$ cat config.mk
export PLATFORM = sky130hd
export DESIGN_NAME = kart_physics
export DESIGN_NICKNAME = d
export VERILOG_FILES = /design/src/rtl/kart_pkg.sv /design/src/rtl/heading_lut.sv /design/src/rtl/kart_physics.sv
export SDC_FILE = /design/constraint.sdc
export NUM_CORES = 1
export LEC_CHECK = 0
export BUFFER_PORTS_ARGS = -buffer_cell sky130_fd_sc_hd__buf_2
export CORE_UTILIZATION = 40
export DETAILED_ROUTE_END_ITERATION = 12
export GPL_TIMING_DRIVEN = 0
export PLACE_DENSITY = 0.62
export REMOVE_ABC_BUFFERS = 1
export SYNTH_ARGS = -nofsm -noshare
export SYNTH_HDL_FRONTEND = slang
export SYNTH_SLANG_ARGS = --single-unit
$ cat constraint.sdc
create_clock -name clk_in -period 6.1 [get_ports clk_in]
set_input_delay 1.22 -clock clk_in [delete_from_list [all_inputs] [get_ports clk_in]]
set_output_delay 1.22 -clock clk_in [all_outputs]
set_load 0.01 [all_outputs]
$ cat src/rtl/kart_pkg.sv
// Shared types and constants for the kart physics block.
package kart_pkg;

    typedef enum logic [1:0] {
        T_ROAD   = 2'd0,
        T_GRASS  = 2'd1,
        T_WALL   = 2'd2,
        T_FINISH = 2'd3
    } terrain_t;

    typedef enum logic [2:0] {
        S_IDLE,
        S_STEER,
        S_ACCEL,
        S_PROPOSE,
        S_WAIT_T,
        S_COMMIT
    } phys_state_t;

    localparam int WORLD_MAX    = 2047;
    localparam int BOOST_FRAMES = 64;
    localparam int BOOST_BONUS  = 4;

endpackage

$ cat src/rtl/heading_lut.sv
// Maps a 16-direction heading (0 = +x, clockwise) to a signed unit vector scaled by 8.
module heading_lut (
    input  logic [3:0]        heading,
    output logic signed [4:0] vx,
    output logic signed [4:0] vy
);

    function automatic logic signed [4:0] cos16(input logic [3:0] k);
        case (k)
            4'd0:         return 5'sd8;
            4'd1, 4'd15:  return 5'sd7;
            4'd2, 4'd14:  return 5'sd6;
            4'd3, 4'd13:  return 5'sd3;
            4'd5, 4'd11:  return -5'sd3;
            4'd6, 4'd10:  return -5'sd6;
            4'd7, 4'd9:   return -5'sd7;
            4'd8:         return -5'sd8;
            default:      return 5'sd0;
        endcase
    endfunction

    // sin(k) equals cos(k - quarter turn), so one table serves both axes
    assign vx = cos16(heading);
    assign vy = cos16(heading - 4'd4);

endmodule

$ cat src/rtl/kart_physics.sv
// Kart physics: per-frame steer, accelerate, propose, terrain lookup and commit.
// Optional boost feature is enabled by defining KART_BOOST_EN.
module kart_physics
    import kart_pkg::*;
#(
    parameter int START_X         = 1960,
    parameter int START_Y         = 1960,
    parameter int MAX_SPEED       = 12,
    parameter int OFFROAD_MAX     = 4,
    parameter int TERRAIN_TIMEOUT = 16
) (
    input  logic        clk_in,
    input  logic        rst_in,
    input  logic        frame_tick_in,
    input  logic        gas_in,
    input  logic        brake_in,
    input  logic        left_in,
    input  logic        right_in,
    input  logic        boost_in,
    output logic        terrain_req_out,
    output logic [10:0] terrain_x_out,
    output logic [10:0] terrain_y_out,
    input  logic        terrain_valid_in,
    input  logic [1:0]  terrain_in,
    output logic [10:0] player_x,
    output logic [10:0] player_y,
    output logic [3:0]  heading_out,
    output logic [4:0]  speed_out,
    output logic [1:0]  lap_out,
    output logic        pos_valid_out,
    output logic        boost_active_out
);

    localparam int WAIT_W = $clog2(TERRAIN_TIMEOUT + 1);
    localparam logic [WAIT_W-1:0] WAIT_LAST = WAIT_W'(TERRAIN_TIMEOUT - 1);

    phys_state_t        state;
    terrain_t           prev_terrain;
    terrain_t           seen_terrain;
    logic [WAIT_W-1:0]  wait_cnt;
    logic               boost_on;
    logic signed [4:0]  vx, vy;
    logic signed [6:0]  accel_delta;
    logic [4:0]         speed_cap;
    logic signed [10:0] prod_x, prod_y;
    logic signed [12:0] sum_x, sum_y;

    function automatic logic [4:0] sat_speed(input logic signed [6:0] raw, input logic [4:0] cap);
        if (raw < 7'sd0) return 5'd0;
        if (raw > $signed({2'b00, cap})) return cap;
        return raw[4:0];
    endfunction

    function automatic logic [10:0] clamp_world(input logic signed [12:0] v);
        if (v < 13'sd0) return 11'd0;
        if (v > 13'(WORLD_MAX)) return 11'(WORLD_MAX);
        return v[10:0];
    endfunction

    heading_lut u_heading_lut (
        .heading (heading_out),
        .vx      (vx),
        .vy      (vy)
    );

`ifdef KART_BOOST_EN
    logic [6:0] boost_cnt;

    // Counts frame ticks regardless of FSM state; a new request restarts the window
    always_ff @(posedge clk_in) begin
        if (rst_in) begin
            boost_cnt <= 7'd0;
        end else if (boost_in) begin
            boost_cnt <= 7'(BOOST_FRAMES);
        end else if (frame_tick_in && boost_cnt != 7'd0) begin
            boost_cnt <= boost_cnt - 7'd1;
        end
    end

    assign boost_on = (boost_cnt != 7'd0);
`else
    logic boost_unused;
    assign boost_unused = boost_in;
    assign boost_on     = 1'b0;
`endif

    assign boost_active_out = boost_on;

    always_comb begin
        accel_delta = -7'sd1;
        if (gas_in && !brake_in) accel_delta = 7'sd1;
        else if (brake_in && !gas_in) accel_delta = -7'sd2;
        if (boost_on) accel_delta = accel_delta + 7'sd2;
    end

    always_comb begin
        speed_cap = 5'(MAX_SPEED);
        if (prev_terrain == T_GRASS) speed_cap = 5'(OFFROAD_MAX);
        else if (boost_on) speed_cap = 5'(MAX_SPEED + BOOST_BONUS);
    end

    assign prod_x = 11'(vx) * 11'($signed({1'b0, speed_out}));
    assign prod_y = 11'(vy) * 11'($signed({1'b0, speed_out}));
    assign sum_x  = $signed({2'b00, player_x}) + 13'(prod_x >>> 3);
    assign sum_y  = $signed({2'b00, player_y}) + 13'(prod_y >>> 3);

    assign seen_terrain = terrain_valid_in ? terrain_t'(terrain_in) : T_WALL;

    always_ff @(posedge clk_in) begin
        if (rst_in) begin
            state           <= S_IDLE;
            player_x        <= 11'(START_X);
            player_y        <= 11'(START_Y);
            terrain_x_out   <= 11'(START_X);
            terrain_y_out   <= 11'(START_Y);
            heading_out     <= 4'd0;
            speed_out       <= 5'd0;
            lap_out         <= 2'd0;
            terrain_req_out <= 1'b0;
            pos_valid_out   <= 1'b0;
            prev_terrain    <= T_ROAD;
            wait_cnt        <= '0;
        end else begin
            pos_valid_out <= 1'b0;
            case (state)
                S_IDLE: begin
                    if (frame_tick_in) state <= S_STEER;
                end
                S_STEER: begin
                    if (left_in && !right_in) heading_out <= heading_out - 4'd1;
                    else if (right_in && !left_in) heading_out <= heading_out + 4'd1;
                    state <= S_ACCEL;
                end
                S_ACCEL: begin
                    speed_out <= sat_speed($signed({2'b00, speed_out}) + accel_delta, speed_cap);
                    state     <= S_PROPOSE;
                end
                S_PROPOSE: begin
                    terrain_x_out   <= clamp_world(sum_x);
                    terrain_y_out   <= clamp_world(sum_y);
                    terrain_req_out <= 1'b1;
                    wait_cnt        <= '0;
                    state           <= S_WAIT_T;
                end
                S_WAIT_T: begin
                    // Commit results land with the pulse so they are visible during COMMIT
                    if (terrain_valid_in || wait_cnt == WAIT_LAST) begin
                        terrain_req_out <= 1'b0;
                        pos_valid_out   <= 1'b1;
                        prev_terrain    <= seen_terrain;
                        state           <= S_COMMIT;
                        if (seen_terrain == T_WALL) begin
                            speed_out <= 5'd0;
                        end else begin
                            player_x <= terrain_x_out;
                            player_y <= terrain_y_out;
                        end
                        if (seen_terrain == T_FINISH && prev_terrain != T_FINISH && lap_out != 2'd3)
                            lap_out <= lap_out + 2'd1;
                    end else begin
                        wait_cnt <= wait_cnt + 1'b1;
                    end
                end
                S_COMMIT: begin
                    state <= S_IDLE;
                end
                default: begin
                    state <= S_IDLE;
                end
            endcase
        end
    end

endmodule

==> metrics <==
Via Count=roughly 5200; maximum clock skew at final layout=between 8 and 9 ps; R2R setup slack=160 ps; std cell rows=45; number of antenna violations at the first check in global routing=0; register clock-pin slew on the reported worst setup and hold paths=60 ps; biggest cell delay along the critical path=slightly below 500 ps; cell count of the worst reg-to-reg path=25; Sink Count=72; crit path DAT=between 6000 and 7000 ps; highest clock frequency the design can meet=about 170 MHz; CTS root buffer=sky130_fd_sc_hd__clkbuf_16; global-route wire length before repair=between 20000 and 25000 µm; Initial Util=0.412; power per unit of standard cell area=175 mW/mm²; final weighted congestion in routability-driven placement=0.868; total met2 wirelength after detailed routing=roughly 6300 µm; die width=roughly 130 µm; post-synthesis average cell area=8.41 µm²; RR Startpoint=heading_out[0]$_SDFFE_PP0P_; Setup TNS=0 ps; final hold viol count=0; number of setup violations in the final report=0; overall die height=between 100 and 150 µm; synthesized netlist cell count=approximately 750; Nets=between 900 and 1000; largest cells by area after synthesis=sky130_fd_sc_hd__dfxtp_1 (23%), sky130_fd_sc_hd__ha_1 (17%), sky130_fd_sc_hd__fa_1 (7.6%), sky130_fd_sc_hd__nand2_1 (5.0%), sky130_fd_sc_hd__a21oi_1 (4.5%); Area growth, synth to finish=16.9%; fill cell total of the finished layout=~1500; maximum number of pins on one net before global-route repair=60; largest fanout on the critical path=4; Startpoint Class=register; Relative slew margins=0.226; share of Yosys cell area claimed by the top area cell type=0.229; sequential fraction of the synthesis area=0.229; # Max-Cap Violations=0; M1 WL=about 7000 µm; GR Overflow Total=0; wirelength, routed=approximately 14000 µm; time the worst path needs with I/O delays and setup=between 5000 and 6000 ps; most repeated cell in the gate-level netlist after synthesis=sky130_fd_sc_hd__ha_1; Worst Max-Slew Pin Slew=roughly 1200 ps; top routing layer used=met4; total leakage power=~3.5 nW; cell taking the most area after synthesis=sky130_fd_sc_hd__dfxtp_1; via count of the first global-routing pass=around 4700; WL met3=approximately 520 µm; TritonRoute pass-1 iters=4; maximum clock path buffer count=2; CTS HTree Levels=3; register bit count reported by yosys=72; most instantiated flip-flop cell in the synthesis netlist=sky130_fd_sc_hd__dfxtp_1; number of diodes=0; required time of the worst setup path=about 6400 ps; number of buffers and inverters on the critical path=4; worst hold-check path type=reg -> reg; RR Endpoint=terrain_y_out[9]$_SDFFE_PP1P_; kind of end point of the critical path=register; Synth cell types=68; clock latency of the later-clocked register in the worst-skew pair=roughly 350 ps; total standard cell area after synthesis=between 0.006 and 0.007 mm²; critical path start-end classification=reg -> reg; Avg Vias per Cell=roughly 5; Worst IR Drop VDD=130 µV; Place WS=-609 ps; full die area=roughly 0.016 mm²; number of flops mapped to enable cells by yosys=0; outcome=finished clean; total of buffers placed on input and output ports=between 60 and 70; Total GRT Usage=0.179; layout cells sized above 1=0.173; average wire per cell in the routed design=approximately 14 µm; Inserted Clock Buffers=9; Worst Setup Slack, final=between 150 and 200 ps; sum of net half-perimeters after detailed placement=just over 10000 µm; number of instances on the worst hold path=2; most numerous cell types in the synthesized netlist=sky130_fd_sc_hd__ha_1 (87), sky130_fd_sc_hd__nand2_1 (84), sky130_fd_sc_hd__dfxtp_1 (72); number of antenna-violating nets in the routed design=0; clock tree from TritonCTS=built; async set or reset register ratio after synthesis=0; category of cells accounting for the largest share of critical-path delay=adder cells; hold_sp=terrain_x_out[6]$_SDFFE_PP0P_; part of the cycle the worst path needs=0.974; fin. max-slew vios=0; Crit-path slowest cell=sky130_fd_sc_hd__mux4_2; Worst Hold Endpoint=player_x[6]$_SDFFE_PP0P_; core area=between 0.015 and 0.02 mm²; violation count after the first detailed-routing iteration=approximately 290; number of DRC violations after detailed routing=0; number of placed I/O pins=between 60 and 70; warning count from the yosys run=0
[stage by stage]
stage               utilization  cell area [µm²]  std cells  total power, mW  hold WS (ps)
finish                    0.482             7350       1033             1.28           475
global route              0.482             7350       1033             1.34           509
CTS                       0.473             7210       1029             1.29           475
detailed placement        0.445             6800       1004            0.717           465
global placement          0.445             6800       1004            0.716           460
floorplan                     -             6200        727            0.660           457
[cells in the final DEF (no fill, tap or decap), drive strengths merged, types with 24 or more instances in the layout]
| master | count |
|---|---|
| a21oi | 60 |
| and2 | 28 |
| buf | 79 |
| dfxtp | 72 |
| fa | 24 |
| ha | 87 |
| inv | 72 |
| nand2 | 84 |
| nor2 | 44 |
| o21ai | 34 |
[routing by layer]
metal / vias up / track usage
met5: - / 0
met4: 0 / 0.0462
met3: 9 / 0.0356
met2: 97 / 0.280
met1: 2413 / 0.251
li1: 2718 / -
[how the worst max path moves through the flow]
stage                                 from                            end  cells past startpoint
2_1_floorplan  heading_out[0]$_SDFFE_PP0P_  terrain_y_out[2]$_SDFFE_PP0P_                     24
3_3_place_gp   heading_out[0]$_SDFFE_PP0P_  terrain_y_out[2]$_SDFFE_PP0P_                     24
3_5_place_dp   heading_out[0]$_SDFFE_PP0P_  terrain_y_out[2]$_SDFFE_PP0P_                     24
4_1_cts        heading_out[1]$_SDFFE_PP0P_  terrain_y_out[9]$_SDFFE_PP1P_                     25
5_1_grt        heading_out[0]$_SDFFE_PP0P_  terrain_y_out[9]$_SDFFE_PP1P_                     25
6_report       heading_out[0]$_SDFFE_PP0P_  terrain_y_out[9]$_SDFFE_PP1P_                     25
[worst reg2reg max path: cells and delay by family (launching register included)]
family	cells	cell delay, ps
buf+inv	4	340
flops	1	340
compound gates	6	880
fa+ha+maj	6	2250
xor+xnor	1	150
simple gates	7	1440
mux	1	490
[power breakdown]
| part | switching (mW) | leakage (nW) | internal, mW |
|---|---|---|---|
| registers | 0.0207 | 0.585 | 0.486 |
| logic | 0.122 | 2.80 | 0.0869 |
| clock network | 0.210 | 0.156 | 0.357 |
| total | 0.353 | 3.54 | 0.930 |
[registers in the layout, indices dropped and copies added (netlist names)]
name and cells:
player_x 11, player_y 11, terrain_x_out 11, terrain_y_out 11, speed_out 5, u_heading_lut.vx 5
wait_cnt 5, heading_out 4, state 3, lap_out 2, prev_terrain 2, pos_valid_out 1
terrain_req_out 1
[what timing repair did]
item                       4_1_cts  5_1_grt
setup buffers                    9        3
gates resized for setup          9       19
setup endpoints to repair       11       14
pin swaps                        4       14
hold buffers                     0        0
[cells by family (layout without fill, tap and decap cells)]
group,after synthesis,count (layout),synth area share
mux,9,9,0.0165
flops,72,72,0.229
compound gates,170,170,0.183
fa+ha+maj,111,111,0.250
other cells,1,1,0.000597
xor+xnor,36,36,0.0556
buf+inv,92,167,0.0562
simple gates,256,256,0.209
[area by class of cell]
| cell class | instances | area, µm² | share of cell area |
|---|---|---|---|
| Timing Repair Buffer | 79 | 448 | 0.0610 |
| Tap cell | 211 | 264 | 0.0359 |
| Clock buffer | 10 | 229 | 0.0312 |
| Sequential cell | 72 | 1450 | 0.198 |
| Clock inverter | 6 | 83.8 | 0.0114 |
| Inverter | 72 | 270 | 0.0368 |
| Multi-Input combinational cell | 583 | 4600 | 0.626 |
No activity file was read; power rests on OpenSTA's default activity.
